==> config.mk <==
export PLATFORM = sky130hd
export DESIGN_NAME = sort_engine_param_flat
export DESIGN_NICKNAME = d
export VERILOG_FILES = /design/src/rtl/sort_engine_param_pkg.sv /design/src/rtl/sort_engine_param_if.sv /design/src/rtl/sort_engine_param_cmp.sv /design/src/rtl/sort_engine_param.sv /design/src/flat_wrapper.sv
export SDC_FILE = /design/constraint.sdc
export NUM_CORES = 1
export LEC_CHECK = 0
export BUFFER_PORTS_ARGS = -buffer_cell sky130_fd_sc_hd__buf_2
export CAP_MARGIN = 40
export CELL_PAD_IN_SITES_DETAIL_PLACEMENT = 0
export CELL_PAD_IN_SITES_GLOBAL_PLACEMENT = 2
export CORE_ASPECT_RATIO = 2
export CORE_MARGIN = 3
export CORE_UTILIZATION = 35
export CTS_BUF_LIST = sky130_fd_sc_hd__clkbuf_4 sky130_fd_sc_hd__clkbuf_8
export DETAILED_ROUTE_END_ITERATION = 16
export PLACE_DENSITY = 0.94
export REMOVE_ABC_BUFFERS = 1
export SLEW_MARGIN = 20
export SYNTH_ARGS = -nofsm -noshare
export SYNTH_HDL_FRONTEND = slang
export SYNTH_SLANG_ARGS = --single-unit
==> constraint.sdc <==
create_clock -name clk -period 5 [get_ports clk]
set_clock_uncertainty 0.1 [all_clocks]
set_input_delay 1.5 -clock clk [delete_from_list [all_inputs] [get_ports clk]]
set_output_delay 1.5 -clock clk [all_outputs]
set_load 0.05 [all_outputs]
==> src/rtl/sort_engine_param_pkg.sv <==
// Shared types and default widths for the register-file exchange sorter.
package sort_engine_param_pkg;

    localparam int DATA_W_DEF = 16;
    localparam int ADDR_W_DEF = 5;
    localparam int CNT_W_DEF  = 16;

    typedef enum logic [2:0] {
        IDLE = 3'd0,
        CMP  = 3'd1,
        WR1  = 3'd2,
        WR2  = 3'd3,
        ADV  = 3'd4,
        DONE = 3'd5
    } sort_state_t;

endpackage

==> src/rtl/sort_engine_param_if.sv <==
// Control, status and register-file bus of the sorter; master is the engine side.
interface sort_engine_param_if
    import sort_engine_param_pkg::*;
#(
    parameter int DATA_W = DATA_W_DEF,
    parameter int ADDR_W = ADDR_W_DEF,
    parameter int CNT_W  = CNT_W_DEF
);
    logic              exe;
    logic              desc;
    logic              sgn;
    logic [ADDR_W-1:0] lo;
    logic [ADDR_W-1:0] hi;
    logic [DATA_W-1:0] data0;
    logic [DATA_W-1:0] data1;
    logic [ADDR_W-1:0] add0;
    logic [ADDR_W-1:0] add1;
    logic              we;
    logic [ADDR_W-1:0] wa;
    logic [DATA_W-1:0] wd;
    logic              busy;
    logic              done;
    logic [CNT_W-1:0]  cycles;
    logic [CNT_W-1:0]  swaps;

    modport master (
        input  exe, desc, sgn, lo, hi, data0, data1,
        output add0, add1, we, wa, wd, busy, done, cycles, swaps
    );

    modport slave (
        output exe, desc, sgn, lo, hi, data0, data1,
        input  add0, add1, we, wa, wd, busy, done, cycles, swaps
    );
endinterface

==> src/rtl/sort_engine_param_cmp.sv <==
// Out-of-order test for a pair (a at lower address, b at higher); strict, so ties never swap.
module sort_engine_param_cmp #(
    parameter int DATA_W = 16
) (
    input  logic [DATA_W-1:0] a_i,
    input  logic [DATA_W-1:0] b_i,
    input  logic              sgn_i,
    input  logic              desc_i,
    output logic              ooo_o
);
    logic a_gt_b;
    logic a_lt_b;

    always_comb begin
        if (sgn_i) begin
            a_gt_b = $signed(a_i) > $signed(b_i);
            a_lt_b = $signed(a_i) < $signed(b_i);
        end else begin
            a_gt_b = a_i > b_i;
            a_lt_b = a_i < b_i;
        end
        ooo_o = desc_i ? a_lt_b : a_gt_b;
    end
endmodule

==> src/rtl/sort_engine_param.sv <==
// In-place exchange sort over a window [lo..hi] of an external register file
// with two combinational read ports and one registered write port.
module sort_engine_param
    import sort_engine_param_pkg::*;
#(
    parameter int DATA_W = DATA_W_DEF,
    parameter int ADDR_W = ADDR_W_DEF,
    parameter int CNT_W  = CNT_W_DEF
) (
    input  logic                clk,
    input  logic                rst,
    sort_engine_param_if.master bus
);
    sort_state_t       state_q, state_d;
    logic [ADDR_W-1:0] add0_q, add0_d, add1_q, add1_d;
    logic [ADDR_W-1:0] wa_q, wa_d, hi_q, hi_d;
    logic [DATA_W-1:0] wd_q, wd_d, t0_q, t0_d;
    logic              we_q, we_d, busy_q, busy_d, done_q, done_d;
    logic              desc_q, desc_d, sgn_q, sgn_d;
    logic [CNT_W-1:0]  cycles_q, cycles_d, swaps_q, swaps_d;
    logic              ooo;
    logic              last_pair;

    sort_engine_param_cmp #(.DATA_W(DATA_W)) u_cmp (
        .a_i    (bus.data0),
        .b_i    (bus.data1),
        .sgn_i  (sgn_q),
        .desc_i (desc_q),
        .ooo_o  (ooo)
    );

    assign last_pair = (add1_q == hi_q) && (add0_q == hi_q - 1'b1);

    always_ff @(posedge clk or posedge rst) begin
        if (rst) begin
            state_q  <= IDLE;
            add0_q   <= '0;
            add1_q   <= '0;
            wa_q     <= '0;
            hi_q     <= '0;
            wd_q     <= '0;
            t0_q     <= '0;
            we_q     <= 1'b0;
            busy_q   <= 1'b0;
            done_q   <= 1'b0;
            desc_q   <= 1'b0;
            sgn_q    <= 1'b0;
            cycles_q <= '0;
            swaps_q  <= '0;
        end else begin
            state_q  <= state_d;
            add0_q   <= add0_d;
            add1_q   <= add1_d;
            wa_q     <= wa_d;
            hi_q     <= hi_d;
            wd_q     <= wd_d;
            t0_q     <= t0_d;
            we_q     <= we_d;
            busy_q   <= busy_d;
            done_q   <= done_d;
            desc_q   <= desc_d;
            sgn_q    <= sgn_d;
            cycles_q <= cycles_d;
            swaps_q  <= swaps_d;
        end
    end

    always_comb begin
        state_d = state_q;
        case (state_q)
            IDLE:    if (bus.exe) state_d = (bus.lo >= bus.hi) ? DONE : CMP;
            CMP:     state_d = ooo ? WR1 : ADV;
            WR1:     state_d = WR2;
            WR2:     state_d = ADV;
            ADV:     state_d = last_pair ? DONE : CMP;
            DONE:    state_d = IDLE;
            default: state_d = IDLE;
        endcase
    end

    always_comb begin
        add0_d   = add0_q;
        add1_d   = add1_q;
        wa_d     = wa_q;
        hi_d     = hi_q;
        wd_d     = wd_q;
        t0_d     = t0_q;
        we_d     = 1'b0;
        busy_d   = busy_q;
        done_d   = 1'b0;
        desc_d   = desc_q;
        sgn_d    = sgn_q;
        swaps_d  = swaps_q;
        cycles_d = busy_q ? cycles_q + 1'b1 : cycles_q;
        case (state_q)
            IDLE: begin
                if (bus.exe) begin
                    desc_d   = bus.desc;
                    sgn_d    = bus.sgn;
                    hi_d     = bus.hi;
                    cycles_d = '0;
                    swaps_d  = '0;
                    busy_d   = 1'b1;
                    if (bus.lo < bus.hi) begin
                        add0_d = bus.lo;
                        add1_d = bus.lo + 1'b1;
                    end
                end
            end
            CMP: begin
                if (ooo) begin
                    we_d    = 1'b1;
                    wa_d    = add0_q;
                    wd_d    = bus.data1;
                    t0_d    = bus.data0;
                    swaps_d = swaps_q + 1'b1;
                end
            end
            WR1: begin
                we_d = 1'b1;
                wa_d = add1_q;
                wd_d = t0_q;
            end
            ADV: begin
                // Inner index runs to hi, then the outer index steps and the inner restarts just past it.
                if (add1_q != hi_q) begin
                    add1_d = add1_q + 1'b1;
                end else if (!last_pair) begin
                    add0_d = add0_q + 1'b1;
                    add1_d = add0_q + 2'd2;
                end
            end
            DONE: begin
                busy_d = 1'b0;
                done_d = 1'b1;
            end
            default: ;
        endcase
    end

    assign bus.add0   = add0_q;
    assign bus.add1   = add1_q;
    assign bus.we     = we_q;
    assign bus.wa     = wa_q;
    assign bus.wd     = wd_q;
    assign bus.busy   = busy_q;
    assign bus.done   = done_q;
    assign bus.cycles = cycles_q;
    assign bus.swaps  = swaps_q;
endmodule
==> src/flat_wrapper.sv <==
// flat-port wrapper written by rule: the top's interface ports become plain ports
module sort_engine_param_flat import sort_engine_param_pkg::*;
#(
    parameter int DATA_W = DATA_W_DEF,
    parameter int ADDR_W = ADDR_W_DEF,
    parameter int CNT_W  = CNT_W_DEF
)
  (clk, rst, bus_exe, bus_desc, bus_sgn, bus_lo, bus_hi, bus_data0, bus_data1, bus_add0, bus_add1, bus_we, bus_wa, bus_wd, bus_busy, bus_done, bus_cycles, bus_swaps);
  sort_engine_param_if #(.DATA_W(DATA_W), .ADDR_W(ADDR_W), .CNT_W(CNT_W)) bus_i ();
  input  logic clk;
  input  logic rst;
  input wire logic [$bits(bus_i.exe)-1:0] bus_exe;
  input wire logic [$bits(bus_i.desc)-1:0] bus_desc;
  input wire logic [$bits(bus_i.sgn)-1:0] bus_sgn;
  input wire logic [$bits(bus_i.lo)-1:0] bus_lo;
  input wire logic [$bits(bus_i.hi)-1:0] bus_hi;
  input wire logic [$bits(bus_i.data0)-1:0] bus_data0;
  input wire logic [$bits(bus_i.data1)-1:0] bus_data1;
  output wire logic [$bits(bus_i.add0)-1:0] bus_add0;
  output wire logic [$bits(bus_i.add1)-1:0] bus_add1;
  output wire logic [$bits(bus_i.we)-1:0] bus_we;
  output wire logic [$bits(bus_i.wa)-1:0] bus_wa;
  output wire logic [$bits(bus_i.wd)-1:0] bus_wd;
  output wire logic [$bits(bus_i.busy)-1:0] bus_busy;
  output wire logic [$bits(bus_i.done)-1:0] bus_done;
  output wire logic [$bits(bus_i.cycles)-1:0] bus_cycles;
  output wire logic [$bits(bus_i.swaps)-1:0] bus_swaps;
  assign bus_i.exe = bus_exe;
  assign bus_i.desc = bus_desc;
  assign bus_i.sgn = bus_sgn;
  assign bus_i.lo = bus_lo;
  assign bus_i.hi = bus_hi;
  assign bus_i.data0 = bus_data0;
  assign bus_i.data1 = bus_data1;
  assign bus_add0 = bus_i.add0;
  assign bus_add1 = bus_i.add1;
  assign bus_we = bus_i.we;
  assign bus_wa = bus_i.wa;
  assign bus_wd = bus_i.wd;
  assign bus_busy = bus_i.busy;
  assign bus_done = bus_i.done;
  assign bus_cycles = bus_i.cycles;
  assign bus_swaps = bus_i.swaps;
  sort_engine_param #(.DATA_W(DATA_W), .ADDR_W(ADDR_W), .CNT_W(CNT_W)) u_core (.clk(clk), .rst(rst), .bus(bus_i));
endmodule
==> impl_summary.log <==
[metrics] maximum VDD drop: 0.242 mV
[metrics] buffers from clock root to sink, at most: 2
[metrics] largest area contributor in the synthesized netlist: dfrtp_1
[metrics] number of buffers added for setup after CTS: 0
[metrics] initial standard-cell utilization of the core: 35.7%
[metrics] Final Setup Violations: 0
[metrics] syn avg cell area: 9.25 um^2
[metrics] asr flop ratio synth: 100%
[metrics] HPWL reported at the end of detailed placement: 11.2 mm
[metrics] die span in y: 183 um
[metrics] # rows: 64
[metrics] Primary FF master, synth: dfrtp_1
[metrics] top cells by count, synth: dfrtp_1 (92), nand2_1 (80), o21ai_0 (51)
[metrics] data arrival time of the critical path: 4.17 ns
[metrics] number of antenna violations at the first check in global routing: 0
[metrics] largest net degree at the start of global routing: 80
[metrics] via count of the first global-routing pass: 4910
[metrics] Hold Buf Count CTS: 0
[metrics] total inserted antenna cells: 0
[metrics] Final Routed Wirelength: 15.1 mm
[metrics] multi-input combinational cell area: 2910 um^2
[metrics] die area: 17200 um^2
[metrics] busiest grt layer: met2
[metrics] depth of the worst hold-timing path: 2
[metrics] post-cts sizing count: 0
[metrics] setup slack, reg-to-reg: 2.03 ns
[metrics] clock transition at the registers of the reported paths: 0.10 ns
[metrics] min-delay src: u_core.t0_q[11]
[metrics] total number of vias: 4736
[metrics] fraction of the yosys area taken by sequential cells: 42.1%
[metrics] Num CTS Buffers: 9
[metrics] storage element area: 2300 um^2
[metrics] min-delay worst type: register to register
[metrics] clock tree from TritonCTS: yes
[metrics] transition time at the pin with the least slew margin: 0.734 ns
[metrics] kind of critical path: input pin to register
[metrics] number of nets in the finished design: 767
[metrics] clock latency on the worst-skew pair: 0.39 ns
[metrics] number of standard cells in the final layout excluding fillers: 895
[metrics] clock sink count: 92
[metrics] largest fanout on the critical path: 22
[metrics] number of distinct library cell variants in the gate-level netlist after synthesis: 51
[metrics] met1 routing resource usage after global routing: 19.1%
[metrics] fraction of met3 tracks used by global routing: 2.19%
[metrics] Reg2Reg Launch Point: u_core.state_q[2]
[metrics] share of cells above drive strength 1: 24.1%
[metrics] most repeated cell in the gate-level netlist after synthesis: dfrtp_1
[metrics] worst rel slew slack: 50.9%
[metrics] Tot GR Track Use: 18.0%
[metrics] htree depth: 3
[metrics] startpoint class of the critical path: input pin
[metrics] final RePlAce weighted congestion: 0.837
[metrics] top cells by area, synth: dfrtp_1 (42%), ha_1 (6.4%), nand2_1 (5.5%), o21ai_0 (4.7%), mux2i_1 (3.7%)
[metrics] aggregate global routing overflow: 0
[metrics] count of buffers inserted at the top-level ports: 112
[metrics] Final period util: 80.0%
[metrics] result of the run: finished clean
[metrics] drt initial violations: 152
[metrics] via count normalized by instance count: 5.29
[metrics] worst-case hold path end point: u_core.bus.wd[11]
[metrics] # placed instances: 879
[metrics] FF-to-FF path depth: 8
[metrics] combined area of all synthesized cells: 5460 um^2
[metrics] Max-Cap Viols: 0
[metrics] number of design rule violations left after detail routing: 0
[metrics] Static Leak: 0.00315 uW
[metrics] TritonRoute pass-1 iters: 4
[metrics] flip-flop and latch count after synthesis: 92
[metrics] max-slew violation count: 0
[metrics] fmax: 250 MHz
[metrics] area added between synthesis and finish: 18.6%
[metrics] r2r endpoint: u_core.bus.swaps[15]
[metrics] wire length of the first global-routing pass: 24.6 mm
[metrics] number of instances in the synthesized netlist: 591
[metrics] PD cells: 587 nW/um^2
[metrics] number of warnings issued by yosys: 0
[metrics] portion of synthesized cell area occupied by the leading cell type: 42.1%
[metrics] number of enable flip-flop cells after synthesis: 0
[metrics] Antenna Nets Post-Route: 0
[metrics] standard cell core area: 15300 um^2
[metrics] wire per inst: 16.8 um
[metrics] Sum Neg Setup Slack: 0 ns
[metrics] x dimension of the die: 94.4 um
[metrics] final critical-path required period: 4.00 ns
[metrics] count of filler cells inserted in the layout: 1530
[metrics] critical path required time: 5.17 ns
[metrics] RSZ-0062 raised after global routing: no
[metrics] Boundary Pins: 113
[metrics] routing usage on met2: 33.9%
[metrics] final hold violations: 0
[metrics] type of destination of the critical path: register
[metrics] Clk Tree Root Cell: clkbuf_8
worst max-delay path, cell delays in order:
cell and delay [ns]:
buf_2 0.09, inv_1 0.04, ha_1 0.37, nand4_1 0.23, o41a_1 0.51, nand2_1 0.08
or4_1 0.10, and2_1 0.52, buf_4 0.42, a21oi_1 0.13, mux2i_1 0.15
area by class of cell:
type	count	area share, %
Inverter	31	1.81
Timing Repair Buffer	122	10.2
Sequential cell	92	35.5
Clock buffer	9	1.91
Clock inverter	7	1.87
Tap cell	198	3.82
Multi-Input combinational cell	436	44.8
registers in the layout, indices dropped and copies added (netlist names), 5 cells and up:
name / flops
u_core.t0_q: 16
u_core.bus.wd: 16
u_core.bus.add0: 5
u_core.bus.cycles: 16
u_core.bus.add1: 5
u_core.bus.wa: 5
u_core.hi_q: 5
u_core.bus.swaps: 16
layout by cell type, fill, tap and decap left out, drive strengths merged, types with 3 or more instances in the layout:
cell / instances
a21o: 3
nand3: 37
nand4: 13
xor2: 12
o21ai: 51
xnor2: 17
a21oi: 31
nor3: 7
nor2b: 6
inv: 32
dfrtp: 92
ha: 28
and2: 6
nand2: 81
and3: 9
nor2: 24
clkbuf: 9
a211oi: 3
bufinv: 3
buf: 122
nand4b: 21
or3: 8
mux2: 18
clkinv: 3
mux2i: 20
nand2b: 14
per-stage QoR:
stage	setup slack [ns]	area (um^2)	total power (uW)	utilization (%)	hold slack (ns)
after global placement	0.691	6200	3150	40.5	0.354
after floorplan	0.672	5320	2660	-	0.342
after global routing	0.811	6480	4040	42.4	0.415
after CTS	1.03	6480	3850	42.4	0.382
final	0.999	6480	3810	42.4	0.376
after detailed placement	0.607	6240	3210	40.8	0.359
per-layer routing:
| layer | vias to the layer above | wire length (um) |
|---|---|---|
| met5 | - | 0 |
| met4 | 0 | 488 |
| li1 | 2274 | - |
| met1 | 2317 | 5600 |
| met2 | 113 | 8500 |
| met3 | 32 | 477 |
report_power, final:
group,switching [uW],internal (uW),total [uW]
combinational,1230,651,1880
sequential,290,1010,1300
clock,289,336,625
worst max path at each step:
stage	start	endpoint	slack [ns]	depth (start not counted)
finish	bus_data1[15]	u_core.bus.swaps[9]	1.0	11
floorplan	bus_data1[15]	u_core.t0_q[0]	0.67	9
CTS	bus_data1[15]	u_core.bus.swaps[15]	1.03	11
detailed placement	bus_data1[15]	u_core.bus.swaps[15]	0.61	11
global route	bus_data1[15]	u_core.bus.swaps[15]	0.81	11
global placement	bus_data1[15]	u_core.t0_q[15]	0.69	10
cells by family (layout without fill, tap and decap cells):
| family | count (synthesis) | in the layout | synth area share (%) |
|---|---|---|---|
| adder cells (fa/ha/maj) | 28 | 28 | 6.41 |
| flip-flops | 92 | 92 | 42.1 |
| XOR/XNOR | 29 | 29 | 4.65 |
| AO/OA/AOI/OAI | 106 | 106 | 11.8 |
| AND/OR/NAND/NOR | 235 | 235 | 22.8 |
| buffers and inverters | 63 | 169 | 4.81 |
| multiplexers | 38 | 38 | 7.37 |
(Power assumes the default switching activity.)
